--- src/rtl/rs_sched_pkg.sv ---
// Shared sizing, types and helpers for the reservation-station issue scheduler.
package rs_sched_pkg;

  localparam int RS_SIZE = 16;
  localparam int IDX_W   = $clog2(RS_SIZE);
  localparam int CNT_W   = IDX_W + 1;

  typedef logic [RS_SIZE-1:0] rs_vec_t;
  typedef logic [IDX_W-1:0]   rs_idx_t;
  typedef logic [CNT_W-1:0]   rs_cnt_t;

  // Index of the lowest set bit; 0 when the vector is empty.
  function automatic rs_idx_t lowest_set(input rs_vec_t v);
    rs_idx_t idx;
    idx = '0;
    for (int i = RS_SIZE - 1; i >= 0; i--) begin
      if (v[i]) idx = rs_idx_t'(i);
    end
    return idx;
  endfunction

endpackage

--- src/rtl/rs_age_matrix.sv ---
// Allocation-order matrix: older[i][j] = 1 when entry i was allocated before entry j.
// Selects the single oldest eligible entry as a one-hot pick.
module rs_age_matrix
  import rs_sched_pkg::*;
(
  input  logic    clk,
  input  logic    rst_n,
  input  logic    alloc_we,
  input  rs_idx_t alloc_idx,
  input  rs_vec_t elig,
  output rs_vec_t pick,
  output logic    any
);

  rs_vec_t older [RS_SIZE];

  // A new entry is younger than everything: its row is cleared and its column set.
  always_ff @(posedge clk or negedge rst_n) begin
    if (!rst_n) begin
      for (int i = 0; i < RS_SIZE; i++) older[i] <= '0;
    end else if (alloc_we) begin
      for (int j = 0; j < RS_SIZE; j++) begin
        if (rs_idx_t'(j) == alloc_idx) older[j] <= '0;
        else                           older[j][alloc_idx] <= 1'b1;
      end
    end
  end

  always_comb begin
    pick = '0;
    for (int i = 0; i < RS_SIZE; i++) begin
      pick[i] = elig[i];
      for (int j = 0; j < RS_SIZE; j++) begin
        pick[i] = pick[i] & ~(elig[j] & older[j][i]);
      end
    end
    any = |elig;
  end

endmodule

--- src/rtl/rs_issue_scheduler.sv ---
// Age-ordered select for the reservation station: presents the oldest ready entry to EX
// through a registered valid/ready handshake and tracks occupancy and a free slot.
module rs_issue_scheduler
  import rs_sched_pkg::*;
(
  input  logic               clk_in,
  input  logic               rst_n_in,
  input  logic               rdy_in,
  input  logic               alloc_en_in,
  input  logic [IDX_W-1:0]   alloc_idx_in,
  input  logic [RS_SIZE-1:0] busy_vec_in,
  input  logic [RS_SIZE-1:0] ready_vec_in,
  input  logic               ex_ready_in,
  input  logic               clear_branch_in,
  output logic               free_valid_out,
  output logic [IDX_W-1:0]   free_idx_out,
  output logic               full_out,
  output logic [CNT_W-1:0]   occ_cnt_out,
  output logic               grant_valid_out,
  output logic [IDX_W-1:0]   grant_idx_out,
  output logic [RS_SIZE-1:0] grant_onehot_out
);

  rs_vec_t issued;
  rs_vec_t issued_next;
  rs_vec_t elig;
  rs_vec_t pick;
  rs_vec_t alloc_mask;
  logic    pick_any;
  logic    hs;
  logic    load;
  logic    alloc_we;
  rs_cnt_t occ_next;

  assign hs       = grant_valid_out & ex_ready_in;
  assign load     = ~grant_valid_out | hs;
  assign alloc_we = rdy_in & alloc_en_in & ~clear_branch_in;
  assign elig     = busy_vec_in & ready_vec_in & ~issued;
  assign occ_next = occ_cnt_out + rs_cnt_t'(alloc_en_in) - rs_cnt_t'(hs);

  assign free_valid_out = ~&busy_vec_in;
  assign free_idx_out   = lowest_set(~busy_vec_in);

  always_comb begin
    alloc_mask = '0;
    if (alloc_en_in) alloc_mask[alloc_idx_in] = 1'b1;
    issued_next = (issued & ~alloc_mask) | (load ? pick : '0);
  end

  rs_age_matrix u_age (
    .clk       (clk_in),
    .rst_n     (rst_n_in),
    .alloc_we  (alloc_we),
    .alloc_idx (alloc_idx_in),
    .elig      (elig),
    .pick      (pick),
    .any       (pick_any)
  );

  // Clear wins over alloc/handshake; the presented grant holds until EX takes it.
  always_ff @(posedge clk_in or negedge rst_n_in) begin
    if (!rst_n_in) begin
      grant_valid_out  <= 1'b0;
      grant_idx_out    <= '0;
      grant_onehot_out <= '0;
      issued           <= '0;
      occ_cnt_out      <= '0;
      full_out         <= 1'b0;
    end else if (rdy_in) begin
      if (clear_branch_in) begin
        grant_valid_out  <= 1'b0;
        grant_onehot_out <= '0;
        issued           <= '0;
        occ_cnt_out      <= '0;
        full_out         <= 1'b0;
      end else begin
        issued      <= issued_next;
        occ_cnt_out <= occ_next;
        full_out    <= (occ_next == rs_cnt_t'(RS_SIZE));
        if (load) begin
          grant_valid_out  <= pick_any;
          grant_idx_out    <= lowest_set(pick);
          grant_onehot_out <= pick;
        end
      end
    end
  end

  a_alloc_slot_free: assert property (@(posedge clk_in) disable iff (!rst_n_in)
    alloc_we |-> (!busy_vec_in[alloc_idx_in] && !(grant_valid_out && grant_onehot_out[alloc_idx_in])));

  a_no_overflow: assert property (@(posedge clk_in) disable iff (!rst_n_in)
    (alloc_we && !hs) |-> (occ_cnt_out != rs_cnt_t'(RS_SIZE)));

  a_no_underflow: assert property (@(posedge clk_in) disable iff (!rst_n_in)
    (rdy_in && !clear_branch_in && hs && !alloc_en_in) |-> (occ_cnt_out != '0));

endmodule

--- config.mk ---
export PLATFORM = sky130hd
export DESIGN_NAME = rs_issue_scheduler
export DESIGN_NICKNAME = d
export VERILOG_FILES = /design/src/rtl/rs_sched_pkg.sv /design/src/rtl/rs_age_matrix.sv /design/src/rtl/rs_issue_scheduler.sv
export SDC_FILE = /design/constraint.sdc
export NUM_CORES = 1
export LEC_CHECK = 0
export ABC_AREA = 1
export CORE_ASPECT_RATIO = 1.2
export CORE_MARGIN = 5
export CORE_UTILIZATION = 45
export DETAILED_ROUTE_END_ITERATION = 10
export PLACE_DENSITY = 0.71
export SETUP_SLACK_MARGIN = 0.15
export SLEW_MARGIN = 20
export SYNTH_ARGS = -nofsm -noshare
export SYNTH_HDL_FRONTEND = slang
export SYNTH_SLANG_ARGS = --single-unit
--- constraint.sdc ---
create_clock -name clk_in -period 2.68 [get_ports clk_in]
set_clock_uncertainty 0.05 [all_clocks]
set_input_delay 0.536 -clock clk_in [delete_from_list [all_inputs] [get_ports clk_in]]
set_output_delay 0.536 -clock clk_in [all_outputs]
set_load 0.02 [all_outputs]
==> results.py, run 1 <==
metrics = {
    "synth": {
        "syn_inst": 1468,
        "ys_seq_elements": 299,
        "syn_nets": 1516,
        "synth.area.top_cells": "dfrtp_1, nand2_1, nor2_1, inv_1, o21a_1",
        "yosys.area.top_type": "dfrtp_1",
        "yosys_warnings": 0,
        "yosysSeqAreaShare": 0.566,
        "synth_area_um2": 13200,
        "synth-edff-count": 0,
        "ys_async_sr_fraction": 1.00,
        "syn_area_per_cell_um2": 9.00,
        "synth_top_area_frac": 0.566,
        "ys_types": 49,
        "dominantRegCellSynth": "dfrtp_1",
    },
    "timing": {
        "fin_ws_ps": 226,
        "fin_crit_sh": 0.916,
        "drv_slew": 0,
        "maxSlewHeadroom": 0.482,
        "finalSetupViolations": 0,
        "period_needed_ps": 2450,
        "rsz0062_at_grt": "yes",
        "worst_pin_slew_ps": 776,
        "final_hold_viol_count": 0,
        "clock.fmax_mhz": 407,
    },
    "clock_network": {
        "ctsRootBufferMaster": "clkbuf_16",
        "numCtsBuffers": 29,
        "path_clk_slew_ps": 60,
        "htreeDepth": 1,
        "cts.sinks": 299,
        "cts_tree": "done",
        "clock_latency_ps": 560,
        "clk_path_buf_depth": 3,
    },
    "grt": {
        "grtUsageTotal": 0.248,
        "grt_pass1_wl_um": 64400,
        "grt_max_degree": 87,
        "grt.overflow.total": 0,
        "antenna_found_initial": 0,
        "grt_pass1_vias": 11388,
    },
    "placement": {
        "portBuffers": 73,
        "hpwl_um": 29700,
        "dp_slack_ps": -552,
        "gp_congestion": 0.932,
    },
    "die": {
        "start_util": 0.458,
        "die_h_um": 198,
        "fp.coreArea_um2": 28800,
        "die_area_um2": 32900,
        "dieWidth_um": 166,
        "rows": 68,
        "ioPinCount": 74,
    },
    "worst_setup_path": {
        "cp.arrival_ps": 2850,
        "cp_max_fo": 4,
        "end_kind": "flip-flop",
        "worstSetupPathType": "input port to flip-flop",
        "reg2reg_slack_ps": 320,
        "critPathLaunchType": "input port",
        "cp_data_required_time_ps": 3080,
        "reg2reg_depth": 22,
    },
    "routing": {
        "top_layer": "met4",
        "wl_met2_um": 20000,
        "wl_met1_um": 16200,
        "wl_um": 41400,
        "wl_per_cell_um": 19.9,
        "viasPerCell": 5.45,
        "drtIter0Drc": 922,
        "drtPass1Iterations": 6,
        "ant_nets": 0,
        "met3WireLength_um": 2670,
        "route.detailed.drc": 0,
        "vias": 11315,
    },
    "finish": {
        "n_antenna_cell": 0,
        "layout_common_cells": "dfrtp_1, nand2_1, nor2_1, inv_1, buf_4",
        "layout-drive-gt1-share": 0.171,
        "final_util": 0.576,
        "fin_nets": 1719,
        "areaGrowthSynthToFinish_pct": 25.7,
        "final_common_cell": "dfrtp_1",
        "fill_cells": 2445,
    },
    "pwr": {
        "net-switching-power_uw": 3350,
        "ir_worst_vdd_uv": 524,
        "sw_frac_of_total": 0.276,
        "p_seq_frac": 0.470,
        "p_int_uw": 8800,
        "leakage_uw": 0.00826,
        "powerDensity_nw_per_um2": 731,
        "share_comb_of_total_power": 0.184,
        "clkPwrFrac": 0.346,
    },
    "hold_path": {
        "min_path_type": "input port to asynchronous set/reset pin",
    },
    "flow_run": {
        "drv_cap": 0,
    },
    "outcome": {
        "outcome": "completed",
    },
}
## path summary, 6_finish.rpt
check	startpoint	end
max	ready_vec_in[3]	grant_idx_out[1]$_DFFE_PN0P_
min	rst_n_in	u_age.older[251]$_DFFE_PN0P_
max reg2reg	issued[1]$_DFFE_PN0P_	grant_idx_out[0]$_DFFE_PN0P_
min reg2reg	grant_onehot_out[6]$_DFFE_PN0P_	grant_onehot_out[6]$_DFFE_PN0P_
max in group asynchronous	rst_n_in	u_age.older[84]$_DFFE_PN0P_
min in group clk_in	grant_onehot_out[6]$_DFFE_PN0P_	grant_onehot_out[6]$_DFFE_PN0P_
## flip-flops by register name, summed over array words and instances (netlist names)
signal and count:
issued 16, u_age.older 256, grant_onehot_out 16, grant_valid_out 1
grant_idx_out 4, occ_cnt_out 5, full_out 1
## timing repair
action | 4_1_cts | 5_1_grt
pin swaps | 7 | 10
gates cloned | 0 | 1
endpoints found under the hold margin | 34 | 0
setup buffers | 0 | 8
gates resized for setup | 44 | 25
hold buffers | 1 | 0
endpoints found under the setup margin | 6 | 11
## worst max-delay path: stages
cell and delay, ps:
clkdlybuf4s50_1 520, buf_4 140, nand3_2 200, buf_4 210, o22ai_1 220, nor3_1 90, nand2_1 120, inv_1 70
nor2_1 260, o31ai_1 130, nand2_1 110, a31oi_1 80, o21ai_1 120, nand2_1 60
## final cells by class
| cell class | count | area [µm²] | area share |
|---|---|---|---|
| timing repair buffer | 229 | 2050 | 0.123 |
| clock buffer | 42 | 855 | 0.0514 |
| multi-input combinational | 898 | 4810 | 0.290 |
| tap | 385 | 482 | 0.0290 |
| clock inverter | 9 | 128 | 0.00768 |
| inverter | 214 | 803 | 0.0484 |
| sequential | 299 | 7480 | 0.450 |
## Yosys cell counts (all sizes together) (2+ instances only)
| cell | number |
|---|---|
| dfrtp | 299 |
| nand2 | 281 |
| nor2 | 227 |
| inv | 209 |
| o21a | 94 |
| a21oi | 84 |
| clkbuf | 33 |
| o21ai | 32 |
| nor3 | 28 |
| nand4 | 27 |
| o22ai | 27 |
| buf | 24 |
| nand3 | 22 |
| o221ai | 17 |
| o2111ai | 9 |
| nor4 | 8 |
| a211oi | 7 |
| a221oi | 6 |
| clkinv | 5 |
| ha | 5 |
| a2111oi | 4 |
| o211ai | 3 |
| o2bb2ai | 3 |
| xnor2 | 3 |
| a31oi | 2 |
| nor3b | 2 |
| or2 | 2 |
## through the flow
stage	area (µm²)	TNS, ps	total power (µW)	hold slack, ps	instances
6_report	16600	0	12100	420	2076
5_1_grt	16600	0	12700	447	2076
4_1_cts	16400	0	12100	409	2067
3_5_place_dp	15400	-6730	7960	406	2015
3_3_place_gp	15400	-6130	7840	403	2015
2_1_floorplan	13200	0	7050	190	1468
## cells by family (layout without fill, tap and decap cells)
| logic type | after synthesis | count (layout) | synth area share |
|---|---|---|---|
| xor+xnor | 3 | 3 | 0.00199 |
| simple gates | 597 | 597 | 0.197 |
| flops | 299 | 299 | 0.566 |
| compound gates | 292 | 292 | 0.147 |
| fa+ha+maj | 6 | 6 | 0.00625 |
| buf+inv | 271 | 494 | 0.0818 |
## power by group through the flow
stage          combinational [µW]  sequential (µW)  clock (µW)
2_1_floorplan                1310             5740           0
3_3_place_gp                 2100             5740           0
3_5_place_dp                 2180             5780           0
4_1_cts                      2200             5700        4240
5_1_grt                      2480             5800        4420
6_report                     2230             5710        4200
## metal layers
layer / up-vias / global-route usage
met2: 484 / 0.428
met3: 142 / 0.0327
met4: 0 / 0.125
li1: 5165 / -
met1: 5524 / 0.310
met5: - / 0
Power figures use the tool's default switching activity.
==> run 2, diff against run 1 <==
==> constraint.sdc (replaced) <==
create_clock -name clk_in -period 2.68 [get_ports clk_in]
set_clock_uncertainty 0.05 [all_clocks]
set_input_delay 0.402 -clock clk_in [delete_from_list [all_inputs] [get_ports clk_in]]
set_output_delay 0.402 -clock clk_in [all_outputs]
set_load 0.02 [all_outputs]
==> results.py, run 2 (synthesized netlist as in run 1, its figures left out) <==
metrics = {
    "outcome": {
        "outcome": "completed",
    },
    "die": {
        "die_area_um2": 32900,
        "rows": 68,
        "start_util": 0.458,
        "fp.coreArea_um2": 28800,
        "die_h_um": 198,
        "ioPinCount": 74,
        "dieWidth_um": 166,
    },
    "routing": {
        "route.detailed.drc": 0,
        "viasPerCell": 5.42,
        "drtPass1Iterations": 5,
        "wl_per_cell_um": 20.1,
        "wl_um": 41600,
        "vias": 11232,
        "ant_nets": 0,
        "drtIter0Drc": 973,
    },
    "placement": {
        "dp_slack_ps": -328,
        "gp_congestion": 0.901,
        "hpwl_um": 30300,
        "place_inst": 2016,
        "portBuffers": 73,
        "dpl_cell_area_um2": 15500,
    },
    "finish": {
        "final_cells": 2072,
        "layout_common_cells": "dfrtp_1, nand2_1, nor2_1, inv_1, buf_4",
        "n_antenna_cell": 0,
        "final_common_cell": "dfrtp_1",
        "finalInstanceArea_um2": 16500,
        "largest_register_ffs": 256,
        "largest-register": "u_age.older",
        "fin_nets": 1714,
        "final_util": 0.573,
        "areaGrowthSynthToFinish_pct": 25.0,
        "layout-drive-gt1-share": 0.161,
        "top_regs": "u_age.older x256, grant_onehot_out x16, issued x16",
    },
    "timing": {
        "period_needed_ps": 2430,
        "drv_slew": 0,
        "worst_pin_slew_ps": 841,
        "finalSetupViolations": 0,
        "final_hold_viol_count": 0,
        "maxSlewHeadroom": 0.439,
        "clock.fmax_mhz": 411,
        "fin_tns_setup_ps": 0,
        "rsz0062_at_grt": "yes",
        "fin_ws_ps": 248,
        "fin_crit_sh": 0.907,
    },
    "flow_run": {
        "drv_cap": 0,
    },
    "grt": {
        "grt_pass1_wl_um": 64300,
        "grt_max_degree": 71,
        "grtUsageTotal": 0.249,
        "grt_pass1_vias": 11425,
        "grt.overflow.total": 0,
        "antenna_found_initial": 0,
    },
    "pwr": {
        "ir_worst_vdd_uv": 631,
        "leakage_uw": 0.00817,
        "powerDensity_nw_per_um2": 739,
    },
    "worst_setup_path": {
        "reg2reg_depth": 13,
        "cp_data_required_time_ps": 2230,
        "cp.arrival_ps": 1980,
        "worstSetupPathType": "input port to output pin",
        "reg2reg_slack_ps": 310,
        "end_kind": "output pin",
        "critPathLaunchType": "input port",
        "cp_max_fo": 2,
    },
    "clock_network": {
        "clock_latency_ps": 550,
        "cts_tree": "done",
        "path_clk_slew_ps": 60,
        "htreeDepth": 1,
        "clk_path_buf_depth": 3,
        "ctsRootBufferMaster": "clkbuf_16",
        "cts.sinks": 299,
        "numCtsBuffers": 29,
    },
    "hold_path": {
        "min_path_type": "input port to asynchronous set/reset pin",
    },
}
run 2: changes by cell type in the layout (fill, tap and decap cells not counted), sizes merged:
cell and delta:
clkdlybuf4s50 +15, buf -8, dlygate4sd2 -7, dlymetal6s2s -6
clkbuf +2, clkinv -1, clkinvlp +1
run 2: cell type report:
| class | count | area, µm² |
|---|---|---|
| Fill cell | 2493 | 12300 |
| Sequential cell | 299 | 7480 |
| Multi-Input combinational cell | 898 | 4730 |
| Timing Repair Buffer | 224 | 2020 |
| Clock buffer | 43 | 878 |
| Inverter | 214 | 803 |
| Tap cell | 385 | 482 |
| Clock inverter | 9 | 126 |
run 2: metrics by stage:
step	hold slack (ps)	total power [µW]
after global routing	368	12800
after CTS	340	12200
after detailed placement	325	7990
final	339	12200
after global placement	317	7870
after floorplan	56.4	7050
run 2: worst paths after layout:
kind,start,endpoint
max,busy_vec_in[14],free_idx_out[0]
min,rst_n_in,u_age.older[25]$_DFFE_PN0P_
max reg2reg,issued[11]$_DFFE_PN0P_,grant_idx_out[1]$_DFFE_PN0P_
min reg2reg,grant_onehot_out[0]$_DFFE_PN0P_,grant_onehot_out[0]$_DFFE_PN0P_
max in group asynchronous,rst_n_in,u_age.older[1]$_DFFE_PN0P_
min in group clk_in,grant_onehot_out[0]$_DFFE_PN0P_,grant_onehot_out[0]$_DFFE_PN0P_
run 2: metal layers:
metal,share of wire,up-vias,track usage,routed length (µm)
met1,0.39,5469,0.309,16100
met4,0.061,0,0.130,2520
met3,0.071,140,0.0401,2970
li1,-,5135,-,-
met2,0.48,488,0.422,20000
met5,0,-,0,0
run 2: where the power goes:
group          leakage, µW  switching [µW]  internal (µW)
Combinational      0.00403            1230            990
Clock             0.000497            1720           2540
Sequential         0.00365             409           5320
Total              0.00817            3350           8850
run 2: timing repair:
action                     CTS  global route
setup endpoints to repair    5             5
pin swaps                    0             2
resized for setup           10            13
hold buffers                 1             0
hold endpoints to repair    48             0
buffers inserted             0             3
run 2: worst max-delay path, cell delays in order:
cell and delay [ps]:
clkdlybuf4s50_1 480, inv_1 40, o21ai_0 120, a21boi_0 100
o21ai_1 140, a21oi_1 110, o21ai_1 130, nand2_1 70
nand2_1 60, nand2_1 40, a21oi_1 120, buf_4 160
==> run 3, diff against run 2 <==
CTS_CLUSTER_SIZE = 30   (was unset)
SYNTH_HIERARCHICAL = 1   (was unset)
==> results.py, run 3 <==
metrics = {
    "synth": {
        "synth-edff-count": 0,
        "ys_types": 30,
        "yosys.area.top_type": "dfrtp_1",
        "dominantRegCellSynth": "dfrtp_1",
        "syn_inst": 1701,
        "ys_async_sr_fraction": 1.00,
        "ys_seq_elements": 299,
        "synth_top_area_frac": 0.568,
        "syn_area_per_cell_um2": 7.75,
        "syn_nets": 1749,
        "synth.area.top_cells": "dfrtp_1, nor2_1, nand2_1, inv_1, buf_2",
        "ys_top_cells_by_count": "nor2_1, nand2_1, dfrtp_1",
        "synth_most_common_cell": "nor2_1",
        "synth_area_um2": 13200,
        "yosysSeqAreaShare": 0.568,
        "yosys_warnings": 6,
    },
    "worst_setup_path": {
        "worstSetupPathType": "input port to output pin",
        "critPathLaunchType": "input port",
        "crit_start": "busy_vec_in[2]",
        "reg2reg_slack_ps": 350,
        "max_stage_delay_ps": 510,
        "critPathSlowestCell": "clkdlybuf4s50_1",
        "crit_chain": "clkdlybuf4s50_1 -> inv_1 -> nor4_2 -> buf_4 -> inv_1 -> nor3_1 -> dlygate4sd2_1",
        "cp.arrival_ps": 1990,
        "cp_max_fo": 3,
        "crit_top_cell": "inv_1",
        "end_kind": "output pin",
        "reg2reg_depth": 12,
        "cp_data_required_time_ps": 2230,
        "crit_end": "free_idx_out[3]",
        "r2r_start": "grant_valid_out$_DFFE_PN0P_",
        "reg2reg_to": "full_out$_DFFE_PN0P_",
    },
    "timing": {
        "maxSlewHeadroom": 0.618,
        "finalSetupViolations": 0,
        "rsz0062_at_grt": "yes",
        "drv_slew": 0,
        "final_hold_viol_count": 0,
        "whs_ps": 361,
        "fin_ws_ps": 234,
        "worst_pin_slew_ps": 573,
        "fin_tns_setup_ps": 0,
        "fin_crit_sh": 0.913,
        "period_needed_ps": 2450,
        "clock.fmax_mhz": 409,
    },
    "grt": {
        "grtUsageTotal": 0.232,
        "grt_pass1_wl_um": 60900,
        "grt_use_met1": 0.298,
        "antenna_found_initial": 0,
        "grt_use_met2": 0.400,
        "grt_pass1_vias": 11335,
        "grt.overflow.total": 0,
        "grt.busiest_layer": "met2",
        "use_met3": 0.0320,
        "grt_max_degree": 68,
    },
    "die": {
        "start_util": 0.457,
        "dieWidth_um": 166,
        "ioPinCount": 74,
        "rows": 68,
        "fp.coreArea_um2": 28800,
        "die_h_um": 198,
        "die_area_um2": 32800,
    },
    "routing": {
        "drtIter0Drc": 1057,
        "drtPass1Iterations": 5,
        "ant_nets": 0,
        "route.detailed.drc": 0,
        "wl_per_cell_um": 17.0,
        "vias": 11464,
        "wl_um": 38100,
        "viasPerCell": 5.11,
    },
    "pwr": {
        "ir_worst_vdd_uv": 548,
        "leakage_uw": 0.00857,
        "powerDensity_nw_per_um2": 728,
    },
    "hold_path": {
        "min_path_type": "input port to asynchronous set/reset pin",
    },
    "finish": {
        "fin_nets": 1887,
        "n_antenna_cell": 0,
        "largest-register": "u_age/older",
        "largest_register_ffs": 256,
        "top_regs": "u_age/older x256, grant_onehot_out x16, issued x16",
        "final_util": 0.563,
        "final_common_cell": "nor2_1",
        "layout_common_cells": "nor2_1, nand2_1, dfrtp_1, inv_1, buf_4",
        "areaGrowthSynthToFinish_pct": 23.1,
        "layout-drive-gt1-share": 0.103,
        "fill_cells": 2546,
    },
    "outcome": {
        "outcome": "completed",
    },
    "placement": {
        "dp_slack_ps": -157,
        "portBuffers": 73,
        "gp_congestion": 0.889,
        "hpwl_um": 25700,
    },
    "clock_network": {
        "clock_latency_ps": 540,
        "clk_path_buf_depth": 3,
        "cts.sinks": 299,
        "post_cts.repair.setup_buffers": 0,
        "ctsRootBufferMaster": "clkbuf_16",
        "numCtsBuffers": 29,
        "htreeDepth": 1,
        "cts_tree": "done",
        "path_clk_slew_ps": 60,
    },
    "flow_run": {
        "drv_cap": 0,
    },
}
run 3: changes by cell type after synthesis, moves of 40 or more:
cell     change
a21oi_1     -66
inv_1      -107
buf_2       +40
nand2_1    +243
o21a_1      -74
nor2_1     +361
run 3: metal layers:
metal | part of all wire | vias up
li1 | - | 5424
met1 | 0.40 | 5492
met2 | 0.48 | 453
met3 | 0.074 | 95
met4 | 0.042 | 0
met5 | 0 | -
run 3: kinds of logic after synthesis:
| family | Yosys count | synth area share |
|---|---|---|
| AND/OR/NAND/NOR | 1145 | 0.334 |
| adder cells (fa/ha/maj) | 6 | 0.00626 |
| XOR/XNOR | 4 | 0.00266 |
| buffers and inverters | 173 | 0.0548 |
| flip-flops | 299 | 0.568 |
| AO/OA/AOI/OAI | 74 | 0.0344 |
run 3: worst min path at each step:
stage | endpoint | cells past startpoint
CTS | u_age/older[225]$_DFFE_PN0P_ | 2
global placement | u_age/older[146]$_DFFE_PN0P_ | 1
detailed placement | u_age/older[225]$_DFFE_PN0P_ | 1
global route | u_age/older[146]$_DFFE_PN0P_ | 2
finish | u_age/older[225]$_DFFE_PN0P_ | 2
floorplan | full_out$_DFFE_PN0P_ | 0
run 3: area by class of cell:
cell class / instances / area (µm²) / area share
Sequential cell: 299 / 7480 / 0.461
Tap cell: 385 / 482 / 0.0297
Timing Repair Buffer: 191 / 2000 / 0.123
Clock buffer: 38 / 810 / 0.0499
Inverter: 89 / 334 / 0.0206
Clock inverter: 11 / 85.1 / 0.00524
Multi-Input combinational cell: 1229 / 5030 / 0.310
run 3: what timing repair did:
item	4_1_cts	5_1_grt
pin swaps	0	1
hold endpoints to repair	57	0
gates resized for setup	7	6
hold buffers	1	0
endpoints found under the setup margin	5	3
run 3: stage by stage:
stage / instances / power [µW] / area (µm²)
after floorplan: 1701 / 7100 / 13200
after global placement: 2192 / 7880 / 15300
after detailed placement: 2192 / 7990 / 15300
after CTS: 2242 / 11900 / 16200
after global routing: 2242 / 12500 / 16200
final: 2242 / 11800 / 16200
run 3: report_power, final:
group / leakage [µW] / internal [µW] / switching (µW)
Sequential: 0.00381 / 5330 / 439
Clock: 0.000444 / 2200 / 1690
Combinational: 0.00431 / 933 / 1230
run 3: critical path, delay by kind of cell:
kind | cells | cell delay [ps]
buffers and inverters | 5 | 1150
AND/OR/NAND/NOR | 2 | 440
